--- config.mk ---
export PLATFORM = sky130hd
export DESIGN_NAME = f1_start_ctrl_flat
export DESIGN_NICKNAME = d
export VERILOG_FILES = /design/src/rtl/f1_start_ctrl_if.sv /design/src/rtl/f1_start_ctrl.sv /design/src/flat_wrapper.sv
export SDC_FILE = /design/constraint.sdc
export NUM_CORES = 1
export LEC_CHECK = 0
export ABC_CLOCK_PERIOD_IN_PS = 2150
export CORE_MARGIN = 8
export CORE_UTILIZATION = 30
export CTS_BUF_LIST = sky130_fd_sc_hd__clkbuf_4 sky130_fd_sc_hd__clkbuf_8
export DETAILED_ROUTE_END_ITERATION = 6
export PLACE_DENSITY = 0.49
export SYNTH_ARGS = -nofsm -noshare
export SYNTH_HDL_FRONTEND = slang
export SYNTH_SLANG_ARGS = --single-unit
--- constraint.sdc ---
create_clock -name clk -period 2.15 [get_ports clk]
set_input_delay 0.3225 -clock clk [delete_from_list [all_inputs] [get_ports clk]]
set_output_delay 0.3225 -clock clk [all_outputs]
set_load 0.05 [all_outputs]
--- src/rtl/f1_start_ctrl_if.sv ---
// Handshake bundle between the start-light sequencer and its surroundings:
// button/enable/period inputs on one side, light bar and latched result on the other.
interface f1_start_ctrl_if #(
    parameter int CNT_W = 16
);
    logic             en;
    logic             trigger;
    logic             react;
    logic [CNT_W-1:0] N;
    logic [7:0]       data_out;
    logic             busy;
    logic             done;
    logic             false_start;
    logic [CNT_W-1:0] react_time;

    modport master (
        output en, trigger, react, N,
        input  data_out, busy, done, false_start, react_time
    );

    modport slave (
        input  en, trigger, react, N,
        output data_out, busy, done, false_start, react_time
    );
endinterface

--- src/rtl/f1_start_ctrl.sv ---
// Single-shot F1 start sequencer: steps eight lights on a divided tick, holds for a
// pseudo-random number of ticks, goes dark and times the driver's reaction.
module f1_start_ctrl #(
    parameter int CNT_W = 16
) (
    input  logic           clk,
    input  logic           rst,
    f1_start_ctrl_if.slave ctrl
);
    typedef enum logic [1:0] {IDLE, LIGHTS, HOLD, TIMING} state_t;

    state_t           state, state_nxt;
    logic [7:0]       data_q, data_nxt;
    logic             done_q, done_nxt;
    logic             fs_q, fs_nxt;
    logic [CNT_W-1:0] rt_q, rt_nxt;
    logic [6:0]       lfsr, lfsr_nxt;
    logic [CNT_W-1:0] div, div_nxt;
    logic [6:0]       hold_cnt, hold_nxt;
    logic [CNT_W-1:0] rcnt, rcnt_nxt;
    logic             tick;

    function automatic logic [6:0] lfsr_step(input logic [6:0] v);
        return {v[5:0], v[6] ^ v[5]};
    endfunction

    function automatic logic [CNT_W-1:0] sat_inc(input logic [CNT_W-1:0] v);
        return (&v) ? v : v + CNT_W'(1);
    endfunction

    assign tick = (div == '0) && ctrl.en && (state != IDLE);

    always_comb begin
        state_nxt = state;
        data_nxt  = data_q;
        done_nxt  = done_q;
        fs_nxt    = fs_q;
        rt_nxt    = rt_q;
        lfsr_nxt  = lfsr;
        div_nxt   = div;
        hold_nxt  = hold_cnt;
        rcnt_nxt  = rcnt;

        if (ctrl.en) begin
            done_nxt = 1'b0;
            lfsr_nxt = lfsr_step(lfsr);
            if (state != IDLE) begin
                div_nxt = (div == '0) ? ctrl.N : div - CNT_W'(1);
            end

            // A press before lights-out beats any tick landing in the same cycle.
            if ((state == LIGHTS || state == HOLD) && ctrl.react) begin
                state_nxt = IDLE;
                data_nxt  = 8'h00;
                fs_nxt    = 1'b1;
                rt_nxt    = '1;
                done_nxt  = 1'b1;
            end else begin
                case (state)
                    IDLE: begin
                        if (ctrl.trigger) begin
                            state_nxt = LIGHTS;
                            data_nxt  = 8'h00;
                            fs_nxt    = 1'b0;
                            rt_nxt    = '0;
                            div_nxt   = ctrl.N;
                        end
                    end
                    LIGHTS: begin
                        if (tick) begin
                            if (data_q == 8'hFF) begin
                                state_nxt = HOLD;
                                hold_nxt  = lfsr;
                            end else begin
                                data_nxt = {data_q[6:0], 1'b1};
                            end
                        end
                    end
                    HOLD: begin
                        if (tick) begin
                            hold_nxt = hold_cnt - 7'd1;
                            if (hold_cnt == 7'd1) begin
                                state_nxt = TIMING;
                                data_nxt  = 8'h00;
                                rcnt_nxt  = '0;
                            end
                        end
                    end
                    TIMING: begin
                        if (ctrl.react) begin
                            state_nxt = IDLE;
                            rt_nxt    = rcnt;
                            done_nxt  = 1'b1;
                        end else begin
                            rcnt_nxt = sat_inc(rcnt);
                        end
                    end
                    default: state_nxt = IDLE;
                endcase
            end
        end
    end

    always_ff @(posedge clk) begin
        if (rst) begin
            state    <= IDLE;
            data_q   <= 8'h00;
            done_q   <= 1'b0;
            fs_q     <= 1'b0;
            rt_q     <= '0;
            lfsr     <= 7'h01;
            div      <= '0;
            hold_cnt <= 7'd0;
            rcnt     <= '0;
        end else begin
            state    <= state_nxt;
            data_q   <= data_nxt;
            done_q   <= done_nxt;
            fs_q     <= fs_nxt;
            rt_q     <= rt_nxt;
            lfsr     <= lfsr_nxt;
            div      <= div_nxt;
            hold_cnt <= hold_nxt;
            rcnt     <= rcnt_nxt;
        end
    end

    assign ctrl.data_out    = data_q;
    assign ctrl.busy        = (state != IDLE);
    assign ctrl.done        = done_q;
    assign ctrl.false_start = fs_q;
    assign ctrl.react_time  = rt_q;
endmodule

--- src/flat_wrapper.sv ---
// flat-port wrapper written by rule: the top's interface ports become plain ports
module f1_start_ctrl_flat 
#(
    parameter int CNT_W = 16
)
  (clk, rst, ctrl_en, ctrl_trigger, ctrl_react, ctrl_N, ctrl_data_out, ctrl_busy, ctrl_done, ctrl_false_start, ctrl_react_time);
  f1_start_ctrl_if #(.CNT_W(CNT_W)) ctrl_i ();
  input  logic clk;
  input  logic rst;
  input wire logic [$bits(ctrl_i.en)-1:0] ctrl_en;
  input wire logic [$bits(ctrl_i.trigger)-1:0] ctrl_trigger;
  input wire logic [$bits(ctrl_i.react)-1:0] ctrl_react;
  input wire logic [$bits(ctrl_i.N)-1:0] ctrl_N;
  output wire logic [$bits(ctrl_i.data_out)-1:0] ctrl_data_out;
  output wire logic [$bits(ctrl_i.busy)-1:0] ctrl_busy;
  output wire logic [$bits(ctrl_i.done)-1:0] ctrl_done;
  output wire logic [$bits(ctrl_i.false_start)-1:0] ctrl_false_start;
  output wire logic [$bits(ctrl_i.react_time)-1:0] ctrl_react_time;
  assign ctrl_i.en = ctrl_en;
  assign ctrl_i.trigger = ctrl_trigger;
  assign ctrl_i.react = ctrl_react;
  assign ctrl_i.N = ctrl_N;
  assign ctrl_data_out = ctrl_i.data_out;
  assign ctrl_busy = ctrl_i.busy;
  assign ctrl_done = ctrl_i.done;
  assign ctrl_false_start = ctrl_i.false_start;
  assign ctrl_react_time = ctrl_i.react_time;
  f1_start_ctrl #(.CNT_W(CNT_W)) u_core (.clk(clk), .rst(rst), .ctrl(ctrl_i));
endmodule
==> metrics.cfg <==
[routing]
ant_nets = 0
vias_per_cell = 5.14
wl_mm = 13.2
drt_pre_antenna_iters = 5
drt_iter0_drc = 246
wl_per_cell_um = 15.8
num_vias = 4282
drcViolationCount = 0

[synthesis]
synth_nets = 571
synthMostInstantiatedCell = dfxtp_1
synth_mux_area_frac = 0.0325
synth-compound-area-share = 0.226
yosys_warnings = 0
yosys-top-cells-count = dfxtp_1 (74), nor2_1 (63), a21oi_1 (48), nand2_1 (47), nor3_1 (35)
seq_area_frac_synth = 0.353
synthesis.instances = 541
yosysTopAreaCell = dfxtp_1
synth_top_flop_cell = dfxtp_1
synth-simple-area-share = 0.280
syn_area_per_cell_um2 = 7.75
synth_area_um2 = 4190
netlist_top_cells_area = dfxtp_1 (35%), a21oi_1 (5.7%), nor2_1 (5.6%)
synthArstFlopShare = 0
synth_top_family_by_area = simple AND/OR/NAND/NOR gates
netlist.area_leader.share = 0.353
synth.distinct_cells = 65
synth-seq-cells = 74
synthAdderAreaFrac = 0.0269
synth-edff-count = 0
synthXorXnorAreaFrac = 0.0188

[global_routing]
met3_usage = 0.0374
grt_pass1_wl_mm = 21.2
antenna_found_initial = 0
grt_util_met1 = 0.186
grtUsageMet2 = 0.228
top_usage_layer = met2
grt_pass1_vias = 4136
grt_overflow_total = 0
grt_use_total = 0.146
grt_max_degree = 35

[die]
initial_core_util = 0.304
die_h_um = 134
die_w_um = 134
core-area_um2 = 13800
pin_count = 48
rows = 43
dieArea_um2 = 18000

[sta]
fin_crit_sh = 1.03
finalClockSkew_ps = 9.49
max_freq_mhz = 451
rsz0062_at_grt = true
post-route-min-period_ps = 2220
finalHoldViolCount = 0
maxSlewHeadroom = 0.632
tightest_slew_ps = 551
finalSetupTns_ps = -429
slew_viol_final = 0
fin_ws_ps = -65.1
setup_viol = 16

[placed_design]
numPortBuffers = 47
gp_congestion = 0.824
place_inst = 812
hpwl_mm = 9.31

[setup_path]
crit_path_max_fanout = 9
worstPathRequired_ps = 2420
critPathArrivalTime_ps = 2480
critPathMaxStageDelay_ps = 460
startpoint_type = flip-flop
crit_slowest_cell = or4_4
worstSetupPathType = flip-flop to flip-flop
end_kind = flip-flop
crit_chain = or3_4 -> or4_4 -> buf_6 -> nor4_4 -> o21a_2 -> buf_12 -> nor2_1 -> mux2_4

[pwr]
intPower_uw = 3110
powerDensity_nw_per_um2 = 850
power.share.sequential = 0.323
ir_worst_vdd_mv = 0.304
p_comb_frac = 0.418
swShare = 0.368
clkPwrFrac = 0.258
p_sw_uw = 1810
leakagePower_uw = 0.00218

[clocking]
clk_latency_ps = 370
clock_tree.buffer_depth = 2
htree_levels = 3
path_clk_slew_ps = 90
cts_root_buf = clkbuf_8
cts_tree = done
clock-sinks = 74
cts_buffers = 9

[outcome]
status = finished with violations
violations = setup timing

[job]
drv_cap = 0

[worst_hold_path]
hp-class = primary input to flip-flop

[finish]
antenna_cells = 0
layout.nets = 678
syn_to_final_growth_pct = 37.9
fin_cells = 833
drive_gt1_frac = 0.224
fin_util = 0.420

==> what timing repair did <==
| item | in CTS | in global routing |
|---|---|---|
| pin swaps | 2 | 11 |
| setup endpoints to repair | 30 | 57 |
| hold endpoints to repair | 0 | 0 |
| cloned | 0 | 2 |
| hold buffers | 0 | 0 |
| gates resized for setup | 3 | 35 |
| setup buffers | 2 | 1 |
==> cell type report <==
cell class | instances | area (um2)
clock inverters | 6 | 90.1
repair buffers | 128 | 1140
clock buffers | 10 | 138
flip-flops and latches | 74 | 1480
fillers | 1440 | 7990
well taps | 180 | 225
multi-input cells | 406 | 2600
inverters | 29 | 109
==> worst max-delay path, delay by kind of cell, from the launching register on <==
| kind | cells | cell delay [ps] |
|---|---|---|
| buf+inv | 2 | 280 |
| simple gates | 4 | 1030 |
| mux | 1 | 260 |
| flops | 1 | 330 |
| compound gates | 1 | 210 |
==> layout by cell type (no fill, tap or decap), drive strengths merged, types with 7 or more instances in the layout <==
cell           count
buf               82
dfxtp             74
nor2              63
a21oi             48
nand2             47
clkdlybuf4s50     45
nor3              35
o21ai             28
inv               27
nand2b            13
or3               13
nand3             11
clkbuf            11
nand4             10
a211oi             9
ha                 9
mux2i              8
nor4               8
a21o               7
xnor2              7
nor2b              7
a311oi             7
==> registers in the layout, summed over array words and instances, names as in the netlist <==
register,cells
u_core.state,2
u_core.lfsr,7
u_core.ctrl.react_time,16
u_core.ctrl.done,1
u_core.ctrl.false_start,1
u_core.hold_cnt,7
u_core.rcnt,16
u_core.div,16
u_core.ctrl.data_out,8
==> logic make-up (layout without fill, tap and decap cells) <==
kind of cell | after synthesis | after routing
compound gates | 145 | 146
xor+xnor | 9 | 9
fa+ha+maj | 9 | 9
buf+inv | 62 | 173
flops | 74 | 74
mux | 13 | 13
simple gates | 229 | 229
==> worst paths after layout <==
check / slack [ps] / end / depth (start not counted) / startpoint
worst min-delay path: 440 / u_core.div[1] / 3 / rst
worst max register to register: -70 / u_core.rcnt[0] / 8 / u_core.div[9]
worst min register to register: 490 / u_core.ctrl.done / 2 / u_core.ctrl.done
worst max-delay path: -70 / u_core.rcnt[0] / 8 / u_core.div[9]
==> through the flow <==
stage	hold WS, ps	area, um2	worst slack, ps	total power [uW]
final	445	5780	-65.1	4910
after global routing	449	5780	-174	5220
after CTS	409	5610	-90.7	4910
after detailed placement	473	5360	-252	3580
after global placement	467	5360	-191	3580
after floorplan	457	4210	-22.9	2810
==> power groups by stage <==
stage,logic [uW],clock network [uW],registers (uW)
2_1_floorplan,991,0,1820
3_3_place_gp,1960,0,1610
3_5_place_dp,1970,0,1620
4_1_cts,2000,1320,1590
5_1_grt,2240,1370,1610
6_report,2060,1270,1590
==> routing by layer <==
layer / vias to the layer above / part of all wire
met1: 2029 / 0.47
met5: - / 0
li1: 2163 / -
met4: 0 / 0.020
met3: 16 / 0.042
met2: 74 / 0.47
No activity file was read; power rests on OpenSTA's default activity.
